### src/rtl/ycr_dmem_arbiter_pkg.sv
// Shared encodings and types for the YCR dmem two-requester arbiter.
// The memory-protocol encodings match the existing YCR dmem interface values.
package ycr_dmem_arbiter_pkg;

  localparam int YCR_DMEM_AWIDTH = 32;
  localparam int YCR_DMEM_DWIDTH = 32;

  typedef enum logic [1:0] {
    YCR_MEM_RESP_NOTRDY = 2'b00,
    YCR_MEM_RESP_RDY_OK = 2'b01,
    YCR_MEM_RESP_RDY_ER = 2'b10
  } type_ycr_mem_resp_e;

  typedef enum logic {
    YCR_MEM_CMD_RD = 1'b0,
    YCR_MEM_CMD_WR = 1'b1
  } type_ycr_mem_cmd_e;

  typedef enum logic [1:0] {
    YCR_MEM_WIDTH_BYTE  = 2'b00,
    YCR_MEM_WIDTH_HWORD = 2'b01,
    YCR_MEM_WIDTH_WORD  = 2'b10
  } type_ycr_mem_width_e;

  typedef enum logic [1:0] {
    YCR_ARB_FSM_IDLE  = 2'b00,
    YCR_ARB_FSM_DATA  = 2'b01,
    YCR_ARB_FSM_DRAIN = 2'b10
  } type_ycr_arb_fsm_e;

  typedef enum logic {
    YCR_ARB_SEL_M0 = 1'b0,
    YCR_ARB_SEL_M1 = 1'b1
  } type_ycr_arb_sel_e;

  function automatic type_ycr_arb_sel_e ycr_arb_other(input type_ycr_arb_sel_e s);
    return (s == YCR_ARB_SEL_M0) ? YCR_ARB_SEL_M1 : YCR_ARB_SEL_M0;
  endfunction

endpackage

### src/rtl/ycr_dmem_arbiter.sv
// Round-robin arbiter sharing one dmem target between m0 (LSU) and m1 (DMA/debug).
// One outstanding transaction, zero added latency, with a watchdog that turns a hung target into RDY_ER.
module ycr_dmem_arbiter
  import ycr_dmem_arbiter_pkg::*;
#(
  parameter int YCR_ARB_TIMEOUT = 256,
  parameter int YCR_ARB_TMR_W   = 9
) (
  input  logic                       clk,
  input  logic                       rst_n,
  input  logic                       m0_req,
  input  logic                       m0_cmd,
  input  logic [1:0]                 m0_width,
  input  logic [YCR_DMEM_AWIDTH-1:0] m0_addr,
  input  logic [YCR_DMEM_DWIDTH-1:0] m0_wdata,
  output logic                       m0_req_ack,
  output logic [YCR_DMEM_DWIDTH-1:0] m0_rdata,
  output logic [1:0]                 m0_resp,
  input  logic                       m1_req,
  input  logic                       m1_cmd,
  input  logic [1:0]                 m1_width,
  input  logic [YCR_DMEM_AWIDTH-1:0] m1_addr,
  input  logic [YCR_DMEM_DWIDTH-1:0] m1_wdata,
  output logic                       m1_req_ack,
  output logic [YCR_DMEM_DWIDTH-1:0] m1_rdata,
  output logic [1:0]                 m1_resp,
  output logic                       s_req,
  output logic                       s_cmd,
  output logic [1:0]                 s_width,
  output logic [YCR_DMEM_AWIDTH-1:0] s_addr,
  output logic [YCR_DMEM_DWIDTH-1:0] s_wdata,
  input  logic                       s_req_ack,
  input  logic [YCR_DMEM_DWIDTH-1:0] s_rdata,
  input  logic [1:0]                 s_resp,
  output logic                       arb_timeout
);

  localparam bit WD_EN = (YCR_ARB_TIMEOUT != 0);
  localparam logic [YCR_ARB_TMR_W-1:0] TMR_LAST = YCR_ARB_TMR_W'(YCR_ARB_TIMEOUT - 1);
  localparam logic [YCR_ARB_TMR_W-1:0] TMR_ONE  = YCR_ARB_TMR_W'(1);

  type_ycr_arb_fsm_e          fsm;
  type_ycr_arb_sel_e          owner;
  type_ycr_arb_sel_e          last_grant;
  type_ycr_arb_sel_e          lock_sel;
  type_ycr_arb_sel_e          sel;
  logic                       lock_q;
  logic                       lock_act;
  logic                       sel_req;
  logic                       window;
  logic                       accept;
  logic                       wd_fire;
  logic [YCR_ARB_TMR_W-1:0]   timer;
  logic [1:0]                 fwd_resp;
  logic [YCR_DMEM_DWIDTH-1:0] fwd_rdata;

  // A stalled address phase keeps its requester selected so the target never sees it change mid-wait.
  always_comb begin
    lock_act = lock_q & ((lock_sel == YCR_ARB_SEL_M0) ? m0_req : m1_req);
    if (lock_act)
      sel = lock_sel;
    else if (m0_req & m1_req)
      sel = ycr_arb_other(last_grant);
    else if (m1_req)
      sel = YCR_ARB_SEL_M1;
    else
      sel = YCR_ARB_SEL_M0;
  end

  always_comb begin
    sel_req  = (sel == YCR_ARB_SEL_M0) ? m0_req : m1_req;
    window   = (fsm == YCR_ARB_FSM_IDLE) |
               ((fsm == YCR_ARB_FSM_DATA) & (s_resp == YCR_MEM_RESP_RDY_OK));
    s_req    = window & sel_req;
    accept   = s_req & s_req_ack;
    s_cmd    = (sel == YCR_ARB_SEL_M0) ? m0_cmd   : m1_cmd;
    s_width  = (sel == YCR_ARB_SEL_M0) ? m0_width : m1_width;
    s_addr   = (sel == YCR_ARB_SEL_M0) ? m0_addr  : m1_addr;
    s_wdata  = (sel == YCR_ARB_SEL_M0) ? m0_wdata : m1_wdata;
    m0_req_ack = accept & (sel == YCR_ARB_SEL_M0);
    m1_req_ack = accept & (sel == YCR_ARB_SEL_M1);
  end

  // Watchdog firing substitutes RDY_ER for the owner; the late target reply is swallowed in DRAIN.
  always_comb begin
    wd_fire     = WD_EN & (fsm == YCR_ARB_FSM_DATA) &
                  (s_resp == YCR_MEM_RESP_NOTRDY) & (timer == TMR_LAST);
    arb_timeout = wd_fire;
    fwd_resp    = wd_fire ? YCR_MEM_RESP_RDY_ER : s_resp;
    fwd_rdata   = wd_fire ? '0 : s_rdata;
    m0_resp     = YCR_MEM_RESP_NOTRDY;
    m1_resp     = YCR_MEM_RESP_NOTRDY;
    m0_rdata    = '0;
    m1_rdata    = '0;
    if (fsm == YCR_ARB_FSM_DATA) begin
      if (owner == YCR_ARB_SEL_M0) begin
        m0_resp  = fwd_resp;
        m0_rdata = fwd_rdata;
      end else begin
        m1_resp  = fwd_resp;
        m1_rdata = fwd_rdata;
      end
    end
  end

  always_ff @(posedge clk or negedge rst_n) begin
    if (!rst_n) begin
      fsm        <= YCR_ARB_FSM_IDLE;
      owner      <= YCR_ARB_SEL_M0;
      last_grant <= YCR_ARB_SEL_M1;
      lock_sel   <= YCR_ARB_SEL_M0;
      lock_q     <= 1'b0;
      timer      <= '0;
    end else begin
      lock_q   <= s_req & ~s_req_ack;
      lock_sel <= sel;
      if (accept) begin
        owner      <= sel;
        last_grant <= sel;
        timer      <= '0;
      end
      case (fsm)
        YCR_ARB_FSM_IDLE: begin
          if (accept) fsm <= YCR_ARB_FSM_DATA;
        end
        YCR_ARB_FSM_DATA: begin
          if (s_resp == YCR_MEM_RESP_RDY_OK) begin
            fsm <= accept ? YCR_ARB_FSM_DATA : YCR_ARB_FSM_IDLE;
          end else if (s_resp != YCR_MEM_RESP_NOTRDY) begin
            fsm <= YCR_ARB_FSM_IDLE;
          end else begin
            if (wd_fire) fsm <= YCR_ARB_FSM_DRAIN;
            if (timer != '1) timer <= timer + TMR_ONE;
          end
        end
        YCR_ARB_FSM_DRAIN: begin
          if (s_resp != YCR_MEM_RESP_NOTRDY) fsm <= YCR_ARB_FSM_IDLE;
        end
        default: fsm <= YCR_ARB_FSM_IDLE;
      endcase
    end
  end

`ifndef SYNTHESIS
  a_no_ack_when_closed: assert property (@(posedge clk) disable iff (!rst_n)
    !window |-> !(m0_req_ack | m1_req_ack));
  a_one_resp: assert property (@(posedge clk) disable iff (!rst_n)
    !((m0_resp != YCR_MEM_RESP_NOTRDY) && (m1_resp != YCR_MEM_RESP_NOTRDY)));
`endif

endmodule

### config.mk
export PLATFORM = sky130hd
export DESIGN_NAME = ycr_dmem_arbiter
export DESIGN_NICKNAME = d
export VERILOG_FILES = /design/src/rtl/ycr_dmem_arbiter_pkg.sv /design/src/rtl/ycr_dmem_arbiter.sv
export SDC_FILE = /design/constraint.sdc
export NUM_CORES = 1
export LEC_CHECK = 0
export ABC_CLOCK_PERIOD_IN_PS = 2400
export CORE_AREA = 2 2 122 124
export DETAILED_ROUTE_END_ITERATION = 6
export DIE_AREA = 0 0 124 126
export SLEW_MARGIN = 40
export SYNTH_ARGS = -nofsm -noshare
export SYNTH_HDL_FRONTEND = slang
export SYNTH_SLANG_ARGS = --single-unit
### constraint.sdc
create_clock -name clk -period 2.4 [get_ports clk]
set_input_delay 0.48 -clock clk [delete_from_list [all_inputs] [get_ports clk]]
set_output_delay 0.48 -clock clk [all_outputs]
set_load 0.01 [all_outputs]
==> impl_metrics.env <==
export IMPL_avgRoutedWirePerCell_um=20.1
export IMPL_cp_arrival_ps=2020
export IMPL_finish_utilization=0.414
export IMPL_dpl_hpwl_mm=12.0
export IMPL_p_int_w=0.00135
export IMPL_cts_hold_buf=0
export IMPL_ys_async_sr_fraction=1.00
export IMPL_io_buffer_count=311
export IMPL_tightest_slew_ps=695
export IMPL_syn_cell_area_mm2=0.00201
export IMPL_worst_slack_ps=-103
export IMPL_fin_hold_ws_ps=486
export IMPL_violations="setup timing"
export IMPL_maxSlewHeadroom=0.535
export IMPL_cts_tree="done"
export IMPL_grt_antenna_before_repair=0
export IMPL_yosysUniqueCellTypes=31
export IMPL_fin_nets=771
export IMPL_yosysSeqAreaShare=0.187
export IMPL_p_seq_frac=0.145
export IMPL_p_clk_frac=0.165
export IMPL_first_pass_iters=5
export IMPL_post_route_drc_count=0
export IMPL_ant_nets=0
export IMPL_hold_viol=0
export IMPL_drive_gt1_frac=0.507
export IMPL_grt_pass1_wl_mm=20.4
export IMPL_final_cell_mix="171 x clkdlybuf4s50_1, 47 x mux2_2, 47 x clkbuf_2, 47 x buf_6, 46 x buf_2"
export IMPL_swShare=0.326
export IMPL_synth_avg_cell_area_um2=8.65
export IMPL_initial_core_util=0.141
export IMPL_fin_skew_ps=1.13
export IMPL_outcome="finished, violations left"
export IMPL_cap_violations=0
export IMPL_rsz0062_at_grt="true"
export IMPL_vdd_ir_drop_max_v=0.000157
export IMPL_core_mm2=0.0143
export IMPL_cts_buffers=3
export IMPL_grt_max_degree=33
export IMPL_track_usage=0.177
export IMPL_antenna_cells=0
export IMPL_setup_viol=78
export IMPL_drt_total_wl_mm=15.6
export IMPL_dr_total_vias=3198
export IMPL_drt_iter0_drc=104
export IMPL_p_per_area_mw_per_mm2=337
export IMPL_fin_crit_ps=2500
export IMPL_path_clk_slew_ps=50
export IMPL_hold_path_class="reg2reg"
export IMPL_rows=44
export IMPL_p_comb_frac=0.691
export IMPL_cp_required_ps=1920
export IMPL_synth_net_count=409
export IMPL_p_leak_nw=2.81
export IMPL_synthCells=233
export IMPL_cp_start_kind="flip-flop"
export IMPL_final_common_cell="clkdlybuf4s50_1"
export IMPL_drv_slew=0
export IMPL_synth_edf_count=0
export IMPL_viasPerCell=4.11
export IMPL_crit_fanout=32
export IMPL_die_area_mm2=0.0156
export IMPL_fp_dieW_um=124
export IMPL_grt_overflow=0
export IMPL_p_sw_w=0.000650
export IMPL_crit_path_end_kind="output port"
export IMPL_ys_warn_count=0
export IMPL_post_route_period_util=1.04
export IMPL_fmax_mhz=400
export IMPL_htree_levels=1
export IMPL_worstSkewPairLatency_ps=250
export IMPL_cts_path_max_buffers=2
export IMPL_die_h_um=126
export IMPL_syn2layout_area_growth_pct=194
export IMPL_synth_ff_type="dfrtp_1"
export IMPL_cts_sinks=15
export IMPL_path_class="reg2out"
export IMPL_grt_pass1_vias=3350
export IMPL_num_io_pins=312
export IMPL_clock_root_buffer="clkbuf_16"
export IMPL_synth_seq_cells=15
export IMPL_gp_congestion=0.943
## what timing repair did
item / 4_1_cts / 5_1_grt
resized for setup: 439 / 186
pin swaps: 11 / 19
setup buffers: 9 / 18
cloned: 6 / 4
setup endpoints to repair: 137 / 132
## stage by stage
step	instance area [um^2]	setup WS, ps	TNS (ps)	cells	total power, W
6_report	5920	-103	-4020	778	0.00200
5_1_grt	5920	-177	-10510	778	0.00209
4_1_cts	5570	-211	-14250	759	0.00185
3_5_place_dp	5560	-519	-52960	742	0.00152
3_3_place_gp	5560	-518	-50160	742	0.00152
2_1_floorplan	2010	191	0	233	0.000695
## state kept, by name, indices dropped and copies added (netlist names)
register and count:
last_grant 1, owner 1, timer 9, lock_sel 1
fsm 2, lock_q 1
## power by group through the flow
stage                     Clock (W)  Sequential (W)  Combinational (W)
final                      0.000329        0.000289            0.00138
after detailed placement          0        0.000290            0.00123
after global placement            0        0.000289            0.00123
after global routing       0.000349        0.000291            0.00145
after CTS                  0.000335        0.000288            0.00123
after floorplan                   0        0.000285           0.000410
## critical path, stage by stage, from the launching register on
cell and delay [ps]:
dfrtp_1 350, ha_2 190, nand3_2 90, nor2_4 110, ha_4 170, inv_4 40
nor3_4 170, buf_4 150, nor2_2 40, buf_12 150, and2_1 160, buf_2 140
## synth_stat cells (2+ instances only)
| cell | count | area (um^2) |
|---|---|---|
| inv_1 | 5 | 18.8 |
| buf_2 | 2 | 10.0 |
| o21ai_0 | 4 | 20.0 |
| dfrtp_1 | 14 | 350 |
| nor4_1 | 2 | 12.5 |
| ha_1 | 3 | 37.5 |
| mux2_2 | 68 | 766 |
| xnor2_1 | 3 | 26.3 |
| nor2_1 | 15 | 56.3 |
| nand2_1 | 6 | 22.5 |
| and2_1 | 64 | 400 |
| o211ai_1 | 3 | 22.5 |
| clkbuf_1 | 10 | 37.5 |
| nor3_1 | 7 | 35.0 |
| nor2b_1 | 5 | 31.3 |
| nand3_1 | 3 | 15.0 |
| a21oi_1 | 2 | 10.0 |
| buf_1 | 3 | 11.3 |
| o31ai_1 | 2 | 15.0 |
## layer usage
layer | track usage | vias to the layer above | share of wire
met5 | 0 | - | 0
met4 | 0.0463 | 0 | 0.027
met3 | 0.0426 | 19 | 0.10
met2 | 0.322 | 188 | 0.50
met1 | 0.203 | 1468 | 0.38
li1 | - | 1523 | -
## worst paths after layout
path                       startpoint      endpoint  slack, ps  cells after the start
min in group asynchronous       rst_n      timer[1]        660                      1
setup / recovery             timer[1]  m1_rdata[21]       -100                     11
hold / removal             last_grant    last_grant        490                      2
max in group asynchronous       rst_n      lock_sel       1310                      1
setup reg to reg             timer[0]      timer[5]        190                     10
hold reg to reg            last_grant    last_grant        490                      2
## cell type report
class | count | area (um^2)
timing repair buffer | 372 | 3440
sequential | 15 | 377
clock buffer | 3 | 75.1
tap | 184 | 230
inverter | 5 | 21.3
fill | 1410 | 8390
clock inverter | 1 | 5.00
multi-input combinational | 198 | 1770
## logic make-up (layout without fill, tap and decap cells)
group                    count (synthesis)  after routing  share of synthesized area
AND/OR/NAND/NOR                        108            108                      0.307
multiplexers                            68             68                      0.380
XOR/XNOR                                 4              4                     0.0174
AO/OA/AOI/OAI                           15             15                     0.0516
flip-flops                              15             15                      0.187
buffers and inverters                   20            381                     0.0385
adder cells (fa/ha/maj)                  3              3                     0.0186
(Power assumes the default switching activity.)
